$ cat src/rtl/spi_master.sv
`default_nettype none
// ============================================================================
// Module   : spi_master
// Desc     : SPI master, modes 0-3, NSS active-low selects, fixed sclk divider.
//            LSB-first ordering is available when SPI_MASTER_LSB_FIRST_EN is defined.
// Revision : 1.0 - initial release
// ============================================================================
module spi_master #(
  parameter int DWIDTH = 8,
  parameter int NSS    = 4,
  parameter int CLKDIV = 5
) (
  input  logic                                     clk,
  input  logic                                     rst,
  input  logic                                     cs,
  input  logic                                     wr,
  input  logic                                     rd,
  input  logic [DWIDTH-1:0]                        din,
  output logic [DWIDTH-1:0]                        dout,
  input  logic                                     cpol,
  input  logic                                     cpha,
  input  logic                                     lsb_first,
  input  logic [((NSS > 1) ? $clog2(NSS) : 1)-1:0] ss_sel,
  input  logic                                     miso,
  output logic                                     mosi,
  output logic                                     sclk,
  output logic [NSS-1:0]                           ss_n,
  output logic                                     done,
  output logic                                     busy
);

  localparam int SSW = (NSS > 1) ? $clog2(NSS) : 1;
  localparam int TW  = (CLKDIV > 1) ? $clog2(CLKDIV) : 1;
  localparam int CW  = $clog2(2 * DWIDTH + 1);
  localparam logic [TW-1:0] c_tmr_last = TW'(CLKDIV - 1);
  localparam logic [CW-1:0] c_tog_last = CW'(2 * DWIDTH - 1);

  typedef enum logic [1:0] {
    S_IDLE  = 2'd0,
    S_SETUP = 2'd1,
    S_XFER  = 2'd2,
    S_HOLD  = 2'd3
  } state_t;

  state_t            r_state;
  logic [TW-1:0]     r_tmr;
  logic [CW-1:0]     r_tog;
  logic [DWIDTH-1:0] r_tx;
  logic [DWIDTH-1:0] r_rx;
  logic [DWIDTH-1:0] r_dout;
  logic              r_cpha;
  logic              r_lsb;
  logic              r_sclk;
  logic              r_mosi;
  logic              r_done;
  logic [NSS-1:0]    r_ss_n;

  logic              w_lsb_in;
  logic              w_start;
  logic              w_tmr_end;
  logic              w_lead;
  logic              w_last;
  logic              w_sample;
  logic              w_shift;
  logic [SSW-1:0]    w_idx;
  logic [NSS-1:0]    w_ss_n_sel;
  logic [DWIDTH-1:0] w_tx_next;
  logic [DWIDTH-1:0] w_rx_next;

`ifdef SPI_MASTER_LSB_FIRST_EN
  assign w_lsb_in = lsb_first;
`else
  logic w_unused_lsb;
  assign w_unused_lsb = lsb_first;
  assign w_lsb_in     = 1'b0;
`endif

  assign w_start   = cs & wr & ~rd;
  assign w_tmr_end = (r_tmr == c_tmr_last);
  // r_tog counts completed toggles, so the upcoming toggle is leading when r_tog is even
  assign w_lead    = ~r_tog[0];
  assign w_last    = (r_tog == c_tog_last);
  assign w_sample  = w_lead ^ r_cpha;
  assign w_shift   = r_cpha ? (w_lead & (r_tog != '0)) : (~w_lead & ~w_last);
  assign w_tx_next = r_lsb ? {1'b0, r_tx[DWIDTH-1:1]} : {r_tx[DWIDTH-2:0], 1'b0};
  assign w_rx_next = r_lsb ? {miso, r_rx[DWIDTH-1:1]} : {r_rx[DWIDTH-2:0], miso};

  always_comb begin
    w_idx      = (int'(ss_sel) < NSS) ? ss_sel : '0;
    w_ss_n_sel = '1;
    for (int i = 0; i < NSS; i++) begin
      w_ss_n_sel[i] = (int'(w_idx) != i);
    end
  end

  always_ff @(posedge clk or posedge rst) begin
    if (rst) begin
      r_state <= S_IDLE;
      r_tmr   <= '0;
      r_tog   <= '0;
      r_tx    <= '0;
      r_rx    <= '0;
      r_dout  <= '0;
      r_cpha  <= 1'b0;
      r_lsb   <= 1'b0;
      r_sclk  <= 1'b0;
      r_mosi  <= 1'b0;
      r_done  <= 1'b1;
      r_ss_n  <= '1;
    end else begin
      case (r_state)
        S_IDLE: begin
          if (w_start) begin
            r_state <= S_SETUP;
            r_tmr   <= '0;
            r_tog   <= '0;
            r_tx    <= din;
            r_rx    <= '0;
            r_cpha  <= cpha;
            r_lsb   <= w_lsb_in;
            r_sclk  <= cpol;
            r_mosi  <= w_lsb_in ? din[0] : din[DWIDTH-1];
            r_ss_n  <= w_ss_n_sel;
            r_done  <= 1'b0;
          end
        end
        S_SETUP: begin
          if (w_tmr_end) begin
            r_tmr   <= '0;
            r_state <= S_XFER;
          end else begin
            r_tmr <= r_tmr + TW'(1);
          end
        end
        S_XFER: begin
          if (w_tmr_end) begin
            r_tmr  <= '0;
            r_sclk <= ~r_sclk;
            r_tog  <= r_tog + CW'(1);
            if (w_sample) begin
              r_rx <= w_rx_next;
            end
            if (w_shift) begin
              r_tx   <= w_tx_next;
              r_mosi <= r_lsb ? w_tx_next[0] : w_tx_next[DWIDTH-1];
            end
            if (w_last) begin
              r_state <= S_HOLD;
            end
          end else begin
            r_tmr <= r_tmr + TW'(1);
          end
        end
        S_HOLD: begin
          if (w_tmr_end) begin
            r_tmr   <= '0;
            r_state <= S_IDLE;
            r_dout  <= r_rx;
            r_ss_n  <= '1;
            r_mosi  <= 1'b0;
            r_done  <= 1'b1;
          end else begin
            r_tmr <= r_tmr + TW'(1);
          end
        end
        default: r_state <= S_IDLE;
      endcase
    end
  end

  assign dout = r_dout;
  assign mosi = r_mosi;
  assign sclk = r_sclk;
  assign ss_n = r_ss_n;
  assign done = r_done;
  assign busy = ~r_done;

endmodule
`default_nettype wire

$ cat config.mk
export PLATFORM = sky130hd
export DESIGN_NAME = spi_master
export DESIGN_NICKNAME = d
export VERILOG_FILES = /design/src/rtl/spi_master.sv
export SDC_FILE = /design/constraint.sdc
export NUM_CORES = 1
export LEC_CHECK = 0
export ABC_AREA = 1
export CAP_MARGIN = 10
export CORE_ASPECT_RATIO = 1.1
export CORE_MARGIN = 2
export CORE_UTILIZATION = 53
export CTS_CLUSTER_DIAMETER = 120
export DETAILED_ROUTE_END_ITERATION = 12
export MAX_ROUTING_LAYER = met4
export PLACE_DENSITY = 0.79
export SLEW_MARGIN = 20
export SYNTH_ARGS = -nofsm -noshare
export SYNTH_HDL_FRONTEND = slang
export SYNTH_SLANG_ARGS = --single-unit
$ cat constraint.sdc
create_clock -name clk -period 2.2 [get_ports clk]
set_input_delay 0.33 -clock clk [delete_from_list [all_inputs] [get_ports clk]]
set_output_delay 0.33 -clock clk [all_outputs]
set_load 0.005 [all_outputs]
Word-level counts from Yosys, hierarchy flattened
Cells that the tools add are included.

Register bits after elaboration: 41. Output and inout port bits: 16. Input bits: 19.

Reductions and logical operators: 15. Bitwise logic cells: 10. Eq/ne operators: 15. Add/subtract/negate cells: 2. Mux-type cells: 35.

Operators by type and width (number): 8-bit 2-to-1 mux (3); 7-bit 2-to-1 mux (3); 2-bit inequality test, second input constant (9); 8-bit case mux with 2 select lines (1); 7-bit case mux with 2 select lines (1); 2-bit 2-to-1 mux (5); 5-bit 2-to-1 mux (2); 5-bit case mux with 2 select lines (1); 5-bit AND reduction (2); 1-bit 2-to-1 mux (9); 4-bit 2-to-1 mux (2); 2-bit case mux with 4 select lines (1); 4-bit case mux with 2 select lines (1); 4-bit AND reduction (2); 3-bit 2-to-1 mux (2); 3-bit case mux with 2 select lines (1); 3-bit AND reduction (2); 2-bit nonzero test (3); 5-bit by 1-bit adder with 5-bit output, second input constant (1); 5-bit by 4-bit equality test with 1-bit output, second input constant (1); 1-bit inverter (5); 5-bit nonzero test (1); 1-bit bitwise AND (4); 2-bit equality test, second input constant (2); 11 further kinds (13).

Depth between registers and ports, before layout
Depth in word-level cells: 7. Mapped depth: 12. Mapped depth without buffers: 12.

Worst setup path before layout
No wires, ideal clock.

Kind: flip-flop to flip-flop. From: register r_tog[0]. To: register r_tx[0]. Setup time: 0.117 ns. Path buffers: 0. Data required time: 2.083 ns. Arrival: 1.543 ns. Stages on the path, launching flop included: 13. Setup slack: 0.540 ns. Period minus slack after synthesis: 1.660 ns. Cell sequence: dfrtp_1 > ha_1 > nand2_1 > nor2_1 > ha_1 > inv_1 > nand3_1 > nand2_1 > clkinv_1 > nand2_1 > nand2_2 > nand2_1 > nand2_1.

Word-level cells in the longest chain between the ends: 6. Elaborated cells between the ends (all ways): 9. Those cells by class: eq/ne (2); mux (1); bitwise (4); reduce/logical (2).

RTL lines: start: declaration (RTL line 47) `logic [CW-1:0] r_tog;`; start signal: assignment (RTL line 139) `r_tog <= r_tog + CW'(1);`; 5-bit by 4-bit equality test with 1-bit output (RTL line 82) `assign w_last = (r_tog == c_tog_last);`; 1-bit inverter (RTL line 84) `assign w_shift = r_cpha ? (w_lead & (r_tog != '0)) : (~w_lead & ~w_last);`; 1-bit bitwise AND (RTL line 84); 1-bit 2-to-1 mux (*) (RTL line 84); 2-bit inequality test (no line) (*); 4-bit AND reduction (no line) (*); end signal: assignment (RTL line 117) `r_tx <= din;`; end signal: assignment (RTL line 144) `r_tx <= w_tx_next;`; end: declaration (RTL line 48) `logic [DWIDTH-1:0] r_tx;`.

Mark *: on every way between the ends. The rest lies on a longest branch, timed or not. A chain may end at the register's enable or synchronous reset.

Worst setup path in the final report
From: register r_tog[0]. To: register r_tx[3].

The elaborated chain is that of the path after synthesis.

==> reports/results.ini <==
[status]
outcome = complete, no violations

[setup_path]
cpLargestDelayFamily = simple AND/OR/NAND/NOR gates
crit_type = flop to flop
cp.arrival_ps = 2110
cp.required_ps = 2380
path_cells = ha_1, nand2_1, nor2_1, ha_1, inv_1, nand3_1, nand2_1, clkinv_1, nand2_1, nand2_2, nand2_1, nand2_1
crit_fanout = 9
cp-start-kind = flop
crit_buf_inv = 2
crit_slowest_cell = dfrtp_1
slowest_delay_ps = 450
crit_path_frequent_cell = nand2_1
critPathCaptureType = flop
ff2ff_path_depth = 12
worst-path-stages = 12

[yosys]
synth_top_area_share_pct = 42.3
ys_seq_elements = 41
seq_area_frac_synth_pct = 48.5
syn_area_sq_um = 2130
yosys.area.top_type = dfrtp_1
yosys_warnings = 0
async_flop_share_pct = 100
syn_nets = 310
synth_flop_cell = dfrtp_1
ys_types = 22
yosysMostFrequentCell = nand2_1
synth_edf_count = 0
synth_area_leaders = dfrtp_1 42%, nand2_1 23%, dfstp_2 6.2%
syn_avg_cell_area_sq_um = 7.58
syn-instance-count = 281
synthTopCellsByCount = 129 x nand2_1, 36 x dfrtp_1, 25 x inv_1

[global_route]
grt_pass1_wl_mm = 7.41
overflow = 0
grt_util_all_layers_pct = 21.5
antenna_found_initial = 0
first_global_vias = 1828
grt_max_degree = 42

[sta]
clock_skew_ps = 5.98
period_share_pct = 87.8
worst_pin_slew_ps = 515
slew_headroom_pct = 65.7
finalHoldViolCount = 0
rsz0062_at_grt = false
min_period_ps = 1930
setup-tns-final_ps = 0
max_freq_mhz = 518
setup_viol = 0
maxSlewViolCount = 0

[clock_network]
clk_pin_slew_ps = 80
cts_tree = done
postCtsSetupBuffers = 0
numCtsBuffers = 5
cts_num_sinks = 41
cts_hold_buf = 0
cts_resized = 0
htree_levels = 2
cts_root_buf = clkbuf_8
clk_latency_ps = 290
cts_buffer_depth = 2

[drt]
wl_mm = 4.16
dr.pass1.iters = 4
drc_errors = 0
post_drt_via_cell_ratio = 4.97
ant_nets = 0
routedWlPerCell_um = 11.2
drt-initial-drc-count = 114
vias = 1848

[placement]
dp_hpwl_mm = 2.98
io_buffers = 33
finalWeightedCongestion = 0.802
dp.cells = 364

[floorplan]
initial_core_util_pct = 54.6
dieArea_sq_um = 4540
ioPinCount = 35
die_h_um = 70.5
die_w_um = 64.4
num_rows = 24
coreArea_sq_um = 3900

[layout]
final_nets = 348
area_growth_syn_to_layout_pct = 24.0
drive_gt1_share_pct = 10.3
fin_util_pct = 67.6
final_cells = 372
diodes = 0

[hold_path]
worst_hold_path_type = flop to flop
holdPathStages = 2

[power_and_ir_drop]
ir_drop_mv = 0.674
p_per_area_nw_per_um2 = 1250
power_leakage_nw = 1.40
p_total_mw = 3.30

[run]
max_cap_viol_count = 0

==> cell families (layout without fill, tap and decap cells) <==
| group | Yosys count | count (layout) | share of synthesized area [%] |
|---|---|---|---|
| AOI/OAI and AO/OA | 19 | 19 | 4.47 |
| adders and majority gates | 10 | 10 | 5.88 |
| xor gates and xnor gates | 1 | 1 | 0.411 |
| buffers and inverters | 39 | 78 | 7.46 |
| DFF | 41 | 41 | 48.5 |
| and+or+nand+nor | 171 | 171 | 33.3 |
==> per-layer routing <==
metal | wire length, um | track usage, % | up-vias | part of all wire (%)
met5 | 0 | - | - | 0
met1 | 1780 | 24.1 | 860 | 43
met4 | 52 | 8.27 | 0 | 1.2
met3 | 162 | 4.03 | 4 | 3.9
li1 | - | - | 939 | -
met2 | 2170 | 37.7 | 45 | 52
==> final timing paths <==
path,startpoint,to,slack (ps)
setup / recovery,r_tog[0],r_tx[3],270
min in group asynchronous,rst,r_rx[7],480
max in group asynchronous,rst,ss_n[3],1360
hold reg to reg,dout[0],dout[0],470
setup reg to reg,r_tog[0],r_tx[3],270
hold / removal,dout[0],dout[0],470
==> cell type report <==
type                            count  area (sq um)
Fill cell                         344          1260
Sequential cell                    41          1030
Multi-Input combinational cell    201           938
Timing Repair Buffer               37           360
Inverter                           33           124
Clock buffer                        6          82.6
Tap cell                           52          65.1
Clock inverter                      2          37.5
==> cells in the final DEF (no fill, tap or decap) <==
cell,instances
buf_4,4
nand4_1,3
nor2_4,2
o21ai_1,14
clkinvlp_4,1
bufinv_16,1
clkdlybuf4s50_1,33
clkbuf_8,6
nor3_1,4
nor2_2,2
nand3b_1,1
clkinv_1,1
a21oi_1,3
o21ai_0,2
dfrtp_1,36
nand2_2,5
ha_1,10
xnor2_1,1
inv_2,7
nand3_1,15
inv_1,25
nor2_1,10
nand2_1,129
dfstp_2,5
==> worst register-to-register path, cell delays in order (launching register included) <==
cell	delay [ps]
dfrtp_1	450
ha_1	250
nand2_1	90
nor2_1	50
ha_1	160
inv_1	80
nand3_1	70
nand2_1	70
clkinv_1	50
nand2_1	240
nand2_2	170
nand2_1	90
nand2_1	50
==> sequential cells by signal, summed over array words and instances, names as in the netlist <==
name     flops
dout         8
r_rx         8
r_tx         7
r_tog        5
ss_n         4
r_tmr        3
r_state      2
done         1
mosi         1
r_cpha       1
sclk         1
==> stage by stage <==
stage | setup slack (ps) | hold WS, ps | instance area (sq um)
final | 269 | 472 | 2640
after global routing | 67.5 | 498 | 2640
after CTS | 280 | 477 | 2640
after detailed placement | 294 | 458 | 2520
after global placement | 316 | 452 | 2520
after floorplan | 540 | 442 | 2130
==> where the power goes <==
group,leakage [nW],internal (mW),switching (mW)
Combinational,0.807,0.586,0.918
Clock,0.0574,0.369,0.265
Sequential,0.531,1.01,0.150
(Power assumes the default switching activity.)
